--- config.mk ---
export PLATFORM = sky130hd
export DESIGN_NAME = scan_bist_ctrl
export DESIGN_NICKNAME = d
export VERILOG_FILES = /design/src/rtl/scan_bist_ctrl.sv
export SDC_FILE = /design/constraint.sdc
export NUM_CORES = 1
export LEC_CHECK = 0
export BUFFER_PORTS_ARGS = -buffer_cell sky130_fd_sc_hd__buf_2
export CORE_ASPECT_RATIO = 0.5
export CORE_MARGIN = 2
export CORE_UTILIZATION = 57
export CTS_CLUSTER_SIZE = 16
export DETAILED_ROUTE_END_ITERATION = 10
export MAX_ROUTING_LAYER = met4
export PLACE_DENSITY = 0.79
export SLEW_MARGIN = 30
export SYNTH_ARGS = -nofsm -noshare
export SYNTH_HDL_FRONTEND = slang
export SYNTH_SLANG_ARGS = --single-unit
export TNS_END_PERCENT = 100
--- constraint.sdc ---
create_clock -name CK -period 2 [get_ports CK]
set_input_delay 0.1 -clock CK [delete_from_list [all_inputs] [get_ports CK]]
set_output_delay 0.1 -clock CK [all_outputs]
set_load 0.03 [all_outputs]
--- src/rtl/scan_bist_ctrl.sv ---
// ---------------------------------------------------------------------------
// scan_bist_ctrl
// Logic BIST controller for a scan-inserted core. A 16-bit LFSR supplies
// scan-in and primary-input stimulus; a 16-bit MISR compacts scan-out and
// primary outputs. At the end of a run the MISR is compared against GOLDEN.
//
// Ports
//   CK        in   clock, rising edge
//   RN        in   asynchronous active-low reset
//   start     in   run request (honoured only in IDLE/DONE)
//   scan_so   in   core scan-out (last chain cell)
//   po        in   core primary outputs [PO_W]
//   test_se   out  core scan enable
//   test_si   out  core scan-in
//   pi        out  core primary inputs [PI_W]
//   busy      out  run in progress
//   done      out  run complete, held until the next start
//   pass      out  final signature matched GOLDEN (valid with done)
//   signature out  current MISR value
//
// state     | meaning
// ----------+-----------------------------------------------------------
// S_IDLE    | waiting for start after reset
// S_SHIFT   | loading LFSR bits into the chain, compacting scan_so
// S_CAPTURE | one cycle with pi applied; core captures, MISR takes po
// S_UNLOAD  | shifting out the last response, compacting scan_so
// S_DONE    | run finished, pass held, start restarts immediately
// ---------------------------------------------------------------------------
module scan_bist_ctrl #(
    parameter int unsigned CHAIN_LEN    = 14,
    parameter int unsigned NUM_PATTERNS = 64,
    parameter int unsigned PI_W         = 3,
    parameter int unsigned PO_W         = 6,
    parameter logic [15:0] SEED         = 16'hACE1,
    parameter logic [15:0] GOLDEN       = 16'h0000
) (
    input  logic            CK,
    input  logic            RN,
    input  logic            start,
    input  logic            scan_so,
    input  logic [PO_W-1:0] po,
    output logic            test_se,
    output logic            test_si,
    output logic [PI_W-1:0] pi,
    output logic            busy,
    output logic            done,
    output logic            pass,
    output logic [15:0]     signature
);

    localparam int unsigned CW = $clog2(CHAIN_LEN);
    localparam int unsigned PW = (NUM_PATTERNS > 1) ? $clog2(NUM_PATTERNS) : 1;

    typedef enum logic [2:0] {
        S_IDLE    = 3'd0,
        S_SHIFT   = 3'd1,
        S_CAPTURE = 3'd2,
        S_UNLOAD  = 3'd3,
        S_DONE    = 3'd4
    } state_t;

    state_t        state, state_nxt;
    logic [15:0]   lfsr, lfsr_nxt;
    logic [15:0]   misr, misr_nxt;
    logic [CW-1:0] shift_cnt, shift_cnt_nxt;
    logic [PW-1:0] pat_cnt, pat_cnt_nxt;
    logic          pass_nxt;
    logic          shift_last;
    logic          pat_last;

    function automatic logic [15:0] misr_step(input logic [15:0] m, input logic [15:0] d);
        return {m[14:0], m[15] ^ m[13] ^ m[12] ^ m[10]} ^ d;
    endfunction

    assign shift_last = (shift_cnt == CW'(CHAIN_LEN - 1));
    assign pat_last   = (pat_cnt == PW'(NUM_PATTERNS - 1));
    assign signature  = misr;

    always_ff @(posedge CK or negedge RN) begin
        if (!RN) begin
            state     <= S_IDLE;
            lfsr      <= SEED;
            misr      <= '0;
            shift_cnt <= '0;
            pat_cnt   <= '0;
            pass      <= 1'b0;
        end else begin
            state     <= state_nxt;
            lfsr      <= lfsr_nxt;
            misr      <= misr_nxt;
            shift_cnt <= shift_cnt_nxt;
            pat_cnt   <= pat_cnt_nxt;
            pass      <= pass_nxt;
        end
    end

    always_comb begin
        state_nxt     = state;
        lfsr_nxt      = lfsr;
        misr_nxt      = misr;
        shift_cnt_nxt = shift_cnt;
        pat_cnt_nxt   = pat_cnt;
        pass_nxt      = pass;
        test_se       = 1'b0;
        test_si       = 1'b0;
        pi            = '0;
        busy          = 1'b0;
        done          = 1'b0;

        case (state)
            S_IDLE, S_DONE: begin
                done = (state == S_DONE);
                if (start) begin
                    state_nxt     = S_SHIFT;
                    lfsr_nxt      = SEED;
                    misr_nxt      = '0;
                    shift_cnt_nxt = '0;
                    pat_cnt_nxt   = '0;
                    pass_nxt      = 1'b0;
                end
            end

            S_SHIFT: begin
                test_se  = 1'b1;
                test_si  = lfsr[0];
                busy     = 1'b1;
                lfsr_nxt = {lfsr[0] ^ lfsr[2] ^ lfsr[3] ^ lfsr[5], lfsr[15:1]};
                // The chain holds unreset garbage until the first load completes,
                // so pattern 0 must not reach the signature.
                if (pat_cnt != '0) begin
                    misr_nxt = misr_step(misr, {15'b0, scan_so});
                end
                if (shift_last) begin
                    shift_cnt_nxt = '0;
                    state_nxt     = S_CAPTURE;
                end else begin
                    shift_cnt_nxt = shift_cnt + 1'b1;
                end
            end

            S_CAPTURE: begin
                pi       = lfsr[PI_W:1];
                busy     = 1'b1;
                misr_nxt = misr_step(misr, 16'({po, 1'b0}));
                if (pat_last) begin
                    state_nxt = S_UNLOAD;
                end else begin
                    pat_cnt_nxt = pat_cnt + 1'b1;
                    state_nxt   = S_SHIFT;
                end
            end

            S_UNLOAD: begin
                test_se  = 1'b1;
                busy     = 1'b1;
                misr_nxt = misr_step(misr, {15'b0, scan_so});
                if (shift_last) begin
                    shift_cnt_nxt = '0;
                    state_nxt     = S_DONE;
                    // Compare the value the MISR will hold in DONE.
                    pass_nxt      = (misr_nxt == GOLDEN);
                end else begin
                    shift_cnt_nxt = shift_cnt + 1'b1;
                end
            end

            default: begin
                state_nxt = S_IDLE;
            end
        endcase
    end

endmodule

Word-level counts from Yosys, hierarchy flattened
Index checks and enable logic that the tools add are counted.
- flip-flop bits (word level): 46
- bits in latches: 0
- bits in writable memories: 0
- bits in read-only memories: 0
- input bits: 10
- logic and storage cells: 68
- memories: 0
- add/sub/neg operators: 2
- multipliers: 0
- divide/modulo/power cells: 0
- magnitude comparators: 0
- eq/ne operators: 11
- shifts and indexed selects: 0
- mux-type cells: 24
- bitwise operators: 8
- reductions and logical operators: 17
- operators by type and width (kind ; number):
    $pmux 16 s4 ; 1
    $mux 16 ; 3
    $pmux 16 s2 ; 1
    $logic_not 16->1 ; 1
    $xor 16x1->16 ; 1
    $xor 16x7->16 ; 1
    $mux 3 ; 4
    $mux 6 ; 2
    $pmux 3 s4 ; 1
    $pmux 6 s2 ; 1
    $reduce_and 3->1 ; 4
    $ne 2x2->1 const B ; 5
    $mux 4 ; 2
    $pmux 4 s2 ; 1
    $reduce_bool 2->1 ; 4
    $add 6x1->6 const B ; 1
    $eq 3x2->1 const B ; 2
    $eq 6x6->1 const B ; 1
    $mux 1 ; 6
    $reduce_bool 6->1 ; 1
    $xor 1x1->1 ; 6
    $add 4x1->4 const B ; 1
    $eq 4x4->1 const B ; 1
    $reduce_and 2->1 ; 2
    other kinds (8) ; 9

Longest topological paths before layout
Gate-level depths: netlist of the first run.
- word-level depth: 7
- depth in mapped cells: 7
- mapped depth without buffers: 6

Least setup slack after synthesis of the first run
No wires, ideal clock.
- path kind: register -> register
- from: reg state[2]
- to: reg misr[2], in the netlist signature[2]
- setup time: 0.128 ns
- data arrival time: 1.507 ns
- path slack: 0.365 ns
- stages on the path, launching flop included: 6
- path buffers: 1
- clock period less this slack: 1.635 ns
- cells stage by stage: dfrtp_1 > nand2b_2 > a31o_2 > nand3_2 > buf_4 > mux2_1
- word-level cells in the longest chain between the ends: 4
- elaborated cells on any way between the ends: 11
- those cells by class: eq/ne: 6; mux: 1; reduce/logical: 4
- ends and longest elaborated chain (item ; line ; RTL):
    start: declaration ; 62 ; state_t state, state_nxt;
    start signal: assignment ; 88 ; state <= state_nxt;
    $eq 3x3->1 / $logic_not 3->1 (equally long branches) ; 110 ; case (state)
    $reduce_or 2->1 ; 110 ;
    $reduce_bool 4->1 (no line) / $ne 2x2->1 (equally long branches) ; n/a ;
    $reduce_and 3->1 (no line) ; n/a ;
    end signal: assignment ; 90 ; misr <= misr_nxt;
    end: declaration ; 64 ; logic [15:0] misr, misr_nxt;
Several ways; a longest one is shown, not always the timed one.
A chain may end at the register's enable or synchronous reset.

Worst setup path after layout of the first run
- from: reg state[1]
- to: out pi[0]
- word-level cells in the longest chain between the ends: 2
- ends and longest elaborated chain (item ; line ; RTL):
    $eq 3x2->1 ; 110 ;
    $mux 3 ; 110 ;
    end: declaration ; 44 ; output logic [PI_W-1:0] pi,
No other way between the ends.

==> results of run 1 <==
-- routing by layer --
| metal | global-route usage (%) | vias to the layer above | part of all wire (%) |
|---|---|---|---|
| met2 | 34.3 | 46 | 45 |
| met4 | 4.52 | 0 | 0.50 |
| met3 | 6.12 | 5 | 6.1 |
| met1 | 30.5 | 882 | 49 |
| met5 | - | - | 0 |
| li1 | - | 871 | - |
-- logic make-up (layout without fill, tap and decap cells) --
| family | count (synthesis) | in the layout | share of synthesized area [%] |
|---|---|---|---|
| AND/OR/NAND/NOR | 69 | 69 | 15.2 |
| flip-flops | 46 | 46 | 48.7 |
| AO/OA/AOI/OAI | 45 | 45 | 14.6 |
| buffers and inverters | 26 | 68 | 5.30 |
| multiplexers | 24 | 24 | 10.8 |
| XOR/XNOR | 9 | 9 | 3.31 |
| adder cells (fa/ha/maj) | 4 | 4 | 2.10 |
-- cell type report --
cell class	count	area, µm²
Clock buffer	6	72.6
Clock inverter	2	37.5
Fill cell	295	1220
Inverter	17	63.8
Multi-Input combinational cell	151	1100
Sequential cell	46	1160
Tap cell	54	67.6
Timing Repair Buffer	43	243
-- final timing paths --
check | start | to | slack, ns
max | state[1]$_DFFE_PN0P_ | pi[0] | 0.16
min | start | state[2]$_DFFE_PN0P_ | 0.09
max reg2reg | pat_cnt[0]$_DFFE_PN0P_ | pat_cnt[5]$_DFFE_PN0P_ | 0.24
min reg2reg | pass$_DFFE_PN0P_ | pass$_DFFE_PN0P_ | 0.50
max in group asynchronous | RN | lfsr[6]$_DFFE_PN1P_ | 1.20
min in group asynchronous | RN | signature[12]$_DFFE_PN0P_ | 0.40
-- where the power goes --
group / switching, mW / total, mW / leakage (nW) / internal, mW
combinational: 1.15 / 2.14 / 0.645 / 0.997
clock: 0.307 / 0.680 / 0.0514 / 0.373
sequential: 0.387 / 1.76 / 0.576 / 1.37
-- metrics by stage --
step / setup WS [ns] / hold slack, ns / cell area [µm²]
6_report: 0.162 / 0.0863 / 2740
5_1_grt: 0.0495 / 0.0830 / 2740
4_1_cts: 0.164 / 0.0821 / 2740
3_5_place_dp: 0.269 / 0.217 / 2620
3_3_place_gp: 0.335 / 0.214 / 2620
2_1_floorplan: 0.365 / -0.196 / 2380
-- registers in the layout, indices dropped and copies added, names as in the netlist --
| signal | count |
|---|---|
| lfsr | 16 |
| pat_cnt | 6 |
| signature | 16 |
| shift_cnt | 4 |
| pass | 1 |
| state | 3 |
-- synth_stat cells, types with 2 or more instances --
cell,number
mux2i_1,10
or3_1,2
dfstp_2,8
a31o_2,2
and2_1,4
mux2_2,13
a2bb2oi_1,2
o21ai_0,6
and3_1,3
buf_6,3
o22a_1,7
a22o_1,16
nand2b_1,4
xnor2_1,8
nor4_1,3
a21oi_1,4
inv_1,17
nor2_1,15
nand3_1,4
ha_1,4
buf_2,2
o31ai_1,2
dfrtp_1,38
nor3_1,3
clkbuf_1,3
nand2_1,22
-- worst max-delay path: cells and delay by family (launching register included) --
family | cells | cell delay [ns]
flip-flops | 1 | 0.51
buffers and inverters | 3 | 0.62
AND/OR/NAND/NOR | 2 | 0.33
==> impl_metrics.yaml, run 1 <==
power:
  power.total_mw: 4.58
  ir_worst_vdd_uv: 800
  power_density_nw_per_um2: 1670
  p_leak_nw: 1.27
route:
  dr.pass1.iters: 4
  vias: 1804
  via_per_inst: 5.66
  ant_nets: 0
  drc_errors: 0
  drt_wl_total_um: 4800
  wl_per_cell_um: 15.0
  drt-initial-drc-count: 92
sta:
  final.setup.tns_ns: 0
  fmax_ghz: 0.544
  grt_setup_unrepaired: "false"
  min_period_ns: 1.84
  finalHoldViolCount: 0
  worst_slew_pin_slew_ns: 0.563
  drv_slew: 0
  slew_headroom_pct: 62.4
  setup_viol: 0
  timing.final.crit_share_pct: 91.9
  skew_ns: 0.00801
cells_and_area:
  final_cell_mix: "38 x dfrtp_1, 33 x buf_2, 22 x nand2_1, 17 x inv_1, 16 x a22o_1"
  syn_to_final_growth_pct: 15.0
  final_common_cell: "dfrtp_1"
  drive_gt1_share_pct: 29.1
  fin_cells: 319
  finish.utilization_pct: 69.2
  antennaDiodeCount: 0
  nets: 278
outcome:
  outcome: "finished, final reports clean"
place:
  port_buffers: 33
  dp.cells: 310
  routabilityCongestion: 0.860
  dpl.hpwl_um: 3460
cts:
  ctsHoldBuffers: 1
  path_clk_slew_ns: 0.08
  insertion_delay_ns: 0.30
  cts.sinks: 46
  cts_root_buf: "clkbuf_8"
  cts_tree: "yes"
  post_cts.repair.setup_buffers: 0
  h-tree-depth: 2
  cts_buffers: 5
  ctsResizeCount: 0
  cts_max_path_buffers: 2
global_route:
  grt_antenna_before_repair: 0
  grt_overflow: 0
  grt_pass1_wl_um: 7910
  grtUsageTotal_pct: 22.5
  grt_max_degree: 47
  grt_pass1_vias: 1666
setup_path:
  crit_chain: "buf_4, nor3b_1, buf_4, and2_1, buf_2"
  cp_max_fo: 10
  critPathCaptureType: "primary output"
  crit_type: "reg -> out"
  arrival_ns: 1.74
  slowest_delay_ns: 0.51
  r2r_cells: 5
  required_ns: 1.90
  start_kind: "flop"
  worst_path_most_repeated_cell: "buf_4"
  slowest_stage: "dfrtp_1"
yosys:
  yosys-top-cells-area: "dfrtp_1 40%, dfstp_2 8.8%, mux2_2 6.1%, a22o_1 5.9%, mux2i_1 4.2%"
  syn_nets: 237
  synthArstFlopShare_pct: 100
  synth_cells: 223
  yosys.area.top_type: "dfrtp_1"
  synth-seq-cells: 46
  synth_seq_area_share_pct: 48.7
  yosys_most_used_dff: "dfrtp_1"
  synth_area_um2: 2380
  yosys_warnings: 0
  syn-mean-instance-area_um2: 10.7
  synth-edff-count: 0
  ys_types: 44
  synth_top_area_share_pct: 39.9
floorplanning:
  start_util_pct: 60.2
  dieArea_um2: 4750
  die_h_um: 49.7
  rows: 16
  ios: 34
  core-area_um2: 3960
  die_w_um: 95.5
worst_hold_path:
  holdPathStages: 2
  min_path_type: "in -> reg"
job:
  cap_violations: 0
Note: power is estimated with default switching activity, not from simulation.
==> run 2: changes to the inputs <==
--- a/config.mk
+++ b/config.mk
@@ -7,8 +7,9 @@
 export LEC_CHECK = 0
 export BUFFER_PORTS_ARGS = -buffer_cell sky130_fd_sc_hd__buf_2
 export CORE_ASPECT_RATIO = 0.5
-export CORE_MARGIN = 2
+export CORE_MARGIN = 3
 export CORE_UTILIZATION = 57
+export CTS_BUF_LIST = sky130_fd_sc_hd__clkbuf_8
 export CTS_CLUSTER_SIZE = 16
 export DETAILED_ROUTE_END_ITERATION = 10
 export MAX_ROUTING_LAYER = met4
==> impl_metrics.yaml, run 2 (synthesis gave the netlist of run 1 again) <==
outcome:
  outcome: "finished, final reports clean"
power:
  p_clk_share_pct: 11.7
  ir_worst_vdd_uv: 846
  p_sw_share_pct: 41.7
  power_density_nw_per_um2: 1650
  combPwrFrac_pct: 49.0
  p_leak_nw: 1.27
  internal-power_mw: 2.61
  p_sw_mw: 1.87
  p_seq_share_pct: 39.3
setup_path:
  critPathCaptureType: "primary output"
  cpLargestDelayFamily: "buffers and inverters"
  worst_path_most_repeated_cell: "buf_4"
  required_ns: 1.90
  critPathLaunch: "state[1]$_DFFE_PN0P_"
  cp_max_fo: 10
  critPathBufInv: 3
  arrival_ns: 1.77
  slowest_stage: "dfrtp_2"
  crit_type: "reg -> out"
  slowest_delay_ns: 0.49
  start_kind: "flop"
  crit_chain: "buf_4, nor3b_2, buf_4, and2_1, buf_2"
  r2r-start: "state[0]$_DFFE_PN0P_"
floorplanning:
  die_w_um: 97.5
  die_h_um: 51.7
  dieArea_um2: 5040
  ios: 34
  rows: 15
  start_util_pct: 64.2
  core-area_um2: 3720
sta:
  finalHoldViolCount: 0
  final.setup.tns_ns: 0
  timing.final.crit_share_pct: 93.4
  fmax_ghz: 0.535
  setup_viol: 0
  skew_ns: 0.0104
  min_period_ns: 1.87
  drv_slew: 0
  grt_setup_unrepaired: "false"
  worst_slew_pin_slew_ns: 0.850
  slew_headroom_pct: 43.3
cts:
  cts_tree: "yes"
  path_clk_slew_ns: 0.08
  cts_max_path_buffers: 2
  cts_buffers: 5
  insertion_delay_ns: 0.30
  cts.sinks: 46
  h-tree-depth: 2
  cts_root_buf: "clkbuf_8"
job:
  cap_violations: 0
route:
  ant_nets: 0
  via_per_inst: 5.96
  drt-initial-drc-count: 103
  drc_errors: 0
  drt_wl_total_um: 5190
  dr.pass1.iters: 4
  wl_per_cell_um: 16.4
  vias: 1883
place:
  routabilityCongestion: 0.834
  dp.cells: 308
  port_buffers: 33
  dpl.hpwl_um: 3710
cells_and_area:
  final_cell_mix: "37 x dfrtp_1, 33 x buf_2, 22 x nand2_1, 19 x inv_1, 16 x a22o_1"
  nets: 279
  fillCellCount: 263
  final_common_cell: "dfrtp_1"
  drive_gt1_share_pct: 29.4
  fin_cells: 316
  antennaDiodeCount: 0
  syn_to_final_growth_pct: 14.0
global_route:
  grt_overflow: 0
  grtUsageTotal_pct: 22.9
  grt_antenna_before_repair: 0
  grt_pass1_wl_um: 8860
  grt_pass1_vias: 1834
  grt_max_degree: 39
worst_hold_path:
  min_path_type: "in -> reg"
  hp-start: "start"
[run 2: changes by cell type in the layout (fill, tap and decap cells not counted)]
cell / previous run / this run
dfrtp_2: 0 / 1
bufinv_16: 1 / 0
clkbuf_1: 1 / 0
nor3b_1: 1 / 0
inv_1: 17 / 19
nor3b_2: 0 / 1
dfrtp_1: 38 / 37
buf_4: 9 / 10
clkinvlp_4: 1 / 0
[run 2: per-stage QoR]
stage / hold WS (ns) / power [mW] / worst slack, ns / area, µm² / util (%)
floorplan: -0.196 / 3.40 / 0.365 / 2380 / -
global placement: 0.241 / 3.86 / 0.309 / 2630 / 70.7
detailed placement: 0.248 / 3.96 / 0.247 / 2630 / 70.7
CTS: 0.0693 / 4.50 / 0.0555 / 2710 / 73.0
global route: 0.0837 / 4.80 / 0.0103 / 2720 / 73.2
finish: 0.0834 / 4.48 / 0.132 / 2720 / 73.2
[run 2: worst paths after layout]
| path | endpoint | slack [ns] | cells after the start |
|---|---|---|---|
| max | pi[1] | 0.13 | 5 |
| min | state[2]$_DFFE_PN0P_ | 0.08 | 2 |
| max reg2reg | signature[10]$_DFFE_PN0P_ | 0.20 | 5 |
| min reg2reg | lfsr[4]$_DFFE_PN0P_ | 0.50 | 1 |
| max in group asynchronous | signature[9]$_DFFE_PN0P_ | 0.95 | 3 |
| min in group asynchronous | signature[3]$_DFFE_PN0P_ | 0.44 | 2 |
[run 2: timing repair]
item,in CTS,in global routing
endpoints found under the setup margin,3,3
endpoints found under the hold margin,28,0
hold buffers,1,0
gates resized for setup,1,1
setup buffers,0,0
pin swaps,0,0
[run 2: power by group through the flow]
| stage | Combinational (mW) | Clock (mW) | Sequential (mW) |
|---|---|---|---|
| 2_1_floorplan | 1.48 | 0 | 1.92 |
| 3_3_place_gp | 2.11 | 0 | 1.75 |
| 3_5_place_dp | 2.19 | 0 | 1.76 |
| 4_1_cts | 2.20 | 0.538 | 1.75 |
| 5_1_grt | 2.40 | 0.581 | 1.82 |
| 6_report | 2.19 | 0.524 | 1.76 |
[run 2: layer usage]
metal  track usage [%]  up-vias  wire length, µm
met5                 -        -                0
met4              6.44        0               40
met3              5.76        5              317
met2              38.0       68             2520
met1              28.7      939             2320
li1                  -      871                -
[run 2: final cells by class]
type | count | area (µm²) | area share, %
timing repair buffer | 44 | 250 | 9.20
clock buffer | 5 | 68.8 | 2.53
sequential | 46 | 1160 | 42.8
tap | 51 | 63.8 | 2.35
inverter | 17 | 63.8 | 2.35
clock inverter | 2 | 7.51 | 0.276
multi-input combinational | 151 | 1100 | 40.5
==> run 3: changes to the inputs <==
--- a/config.mk
+++ b/config.mk
@@ -14,6 +14,7 @@
 export DETAILED_ROUTE_END_ITERATION = 10
 export MAX_ROUTING_LAYER = met4
 export PLACE_DENSITY = 0.79
+export SETUP_SLACK_MARGIN = 0.4
 export SLEW_MARGIN = 30
 export SYNTH_ARGS = -nofsm -noshare
 export SYNTH_HDL_FRONTEND = slang
==> impl_metrics.yaml, run 3 (synthesis gave the netlist of run 1 again) <==
outcome:
  outcome: "finished, final reports clean"
global_route:
  grt_overflow: 0
  grtUsageTotal_pct: 25.3
  grt_pass1_vias: 1968
  grt_pass1_wl_um: 9690
  grt_antenna_before_repair: 0
  grt_max_degree: 31
setup_path:
  critPathCaptureType: "flop"
  r2r_cells: 7
  required_ns: 2.23
  crit_type: "reg -> reg"
  critPathLaunch: "pat_cnt[0]$_DFFE_PN0P_"
  cp_max_fo: 4
  r2r-start: "pat_cnt[0]$_DFFE_PN0P_"
  r2r_setup_slack_ns: 0.34
  start_kind: "flop"
  endpoint: "pat_cnt[3]$_DFFE_PN0P_"
  arrival_ns: 1.89
  reg2reg_to: "pat_cnt[3]$_DFFE_PN0P_"
cts:
  h-tree-depth: 2
  cts_root_buf: "clkbuf_8"
  cts_max_path_buffers: 2
  path_clk_slew_ns: 0.09
  cts_tree: "yes"
  insertion_delay_ns: 0.30
  cts.sinks: 46
  cts_buffers: 5
place:
  port_buffers: 33
  dpl.hpwl_um: 3810
  routabilityCongestion: 0.956
  dp_slack_ns: 0.247
sta:
  worst_slew_pin_slew_ns: 0.672
  slew_headroom_pct: 55.2
  fmax_ghz: 0.604
  setup_viol: 0
  final.setup.tns_ns: 0
  skew_ns: 0.00943
  timing.final.crit_share_pct: 82.8
  fin_ws_ns: 0.344
  grt_setup_unrepaired: "true"
  min_period_ns: 1.66
  drv_slew: 0
  finalHoldViolCount: 0
route:
  ant_nets: 0
  wl_met3_um: 638
  vias: 2211
  via_per_inst: 6.34
  drc_errors: 0
  wl_per_cell_um: 21.1
  dr.pass1.iters: 4
  highest_layer: "met4"
  drt_wl_total_um: 7360
  drt-met1-wl_um: 2860
  drt-initial-drc-count: 201
  wl_met2_um: 3420
cells_and_area:
  antennaDiodeCount: 0
  finish.utilization_pct: 85.6
  final_common_cell: "buf_4"
  drive_gt1_share_pct: 45.3
  nets: 311
  final_cell_mix: "35 x buf_4, 34 x dfrtp_1, 29 x buf_2, 19 x nand2_1, 18 x inv_1"
  syn_to_final_growth_pct: 33.4
worst_hold_path:
  hp-start: "start"
  min_path_type: "in -> reg"
job:
  cap_violations: 0
floorplanning:
  ios: 34
  dieArea_um2: 5040
  die_w_um: 97.5
  rows: 15
  start_util_pct: 64.2
  core-area_um2: 3720
  die_h_um: 51.7
power:
  power.total_mw: 5.32
  power_density_nw_per_um2: 1670
  ir_worst_vdd_uv: 1080
  p_leak_nw: 1.49
[run 3: cell count changes in the layout (fill, tap and decap cells not counted), sizes merged]
cell	delta
clkinvlp	+2
nand3	+1
buf	+29
inv	-1
clkbuf	+1
bufinv	+1
[run 3: worst max-delay path: stages (launching register included)]
cell	delay, ns
dfrtp_1	0.42
ha_2	0.22
buf_6	0.12
nand2_2	0.06
nor4b_2	0.04
buf_4	0.15
or4_4	0.42
a21oi_2	0.14
[run 3: worst min path at each step]
stage	slack, ns	endpoint	depth (start not counted)
floorplan	-0.20	lfsr[12]$_DFFE_PN0P_	0
global placement	0.16	signature[12]$_DFFE_PN0P_	1
detailed placement	0.17	signature[15]$_DFFE_PN0P_	1
CTS	0.06	state[2]$_DFFE_PN0P_	2
global route	0.12	state[2]$_DFFE_PN0P_	2
finish	0.08	state[2]$_DFFE_PN0P_	2
[run 3: routing by layer]
metal | GRT usage [%] | vias to the layer above
li1 | - | 941
met2 | 41.8 | 139
met1 | 31.1 | 1091
met5 | - | -
met3 | 5.62 | 40
met4 | 9.89 | 0
[run 3: area by class of cell]
class | instances | area [µm²]
inverter | 17 | 67.6
timing repair inverter | 1 | 5.00
clock inverter | 3 | 37.5
clock buffer | 5 | 68.8
timing repair buffer | 74 | 537
tap | 51 | 63.8
multi-input combinational | 152 | 1230
sequential | 46 | 1170
fill | 189 | 536
[run 3: what timing repair did]
action	in CTS	in global routing
cloned	0	3
hold endpoints to repair	24	0
setup buffers	13	16
setup endpoints to repair	30	32
pin swaps	8	4
gates resized for setup	22	26
hold buffers	1	0
[run 3: metrics by stage]
step / cells / hold WS [ns] / instance area [µm²]
2_1_floorplan: 223 / -0.196 / 2390
3_3_place_gp: 308 / 0.162 / 2630
3_5_place_dp: 308 / 0.171 / 2630
4_1_cts: 330 / 0.0648 / 2920
5_1_grt: 349 / 0.116 / 3180
6_report: 349 / 0.0815 / 3180
[run 3: power by group]
group          internal (mW)  switching (mW)
Sequential              1.37           0.422
Clock                  0.364           0.311
Combinational           1.34            1.51
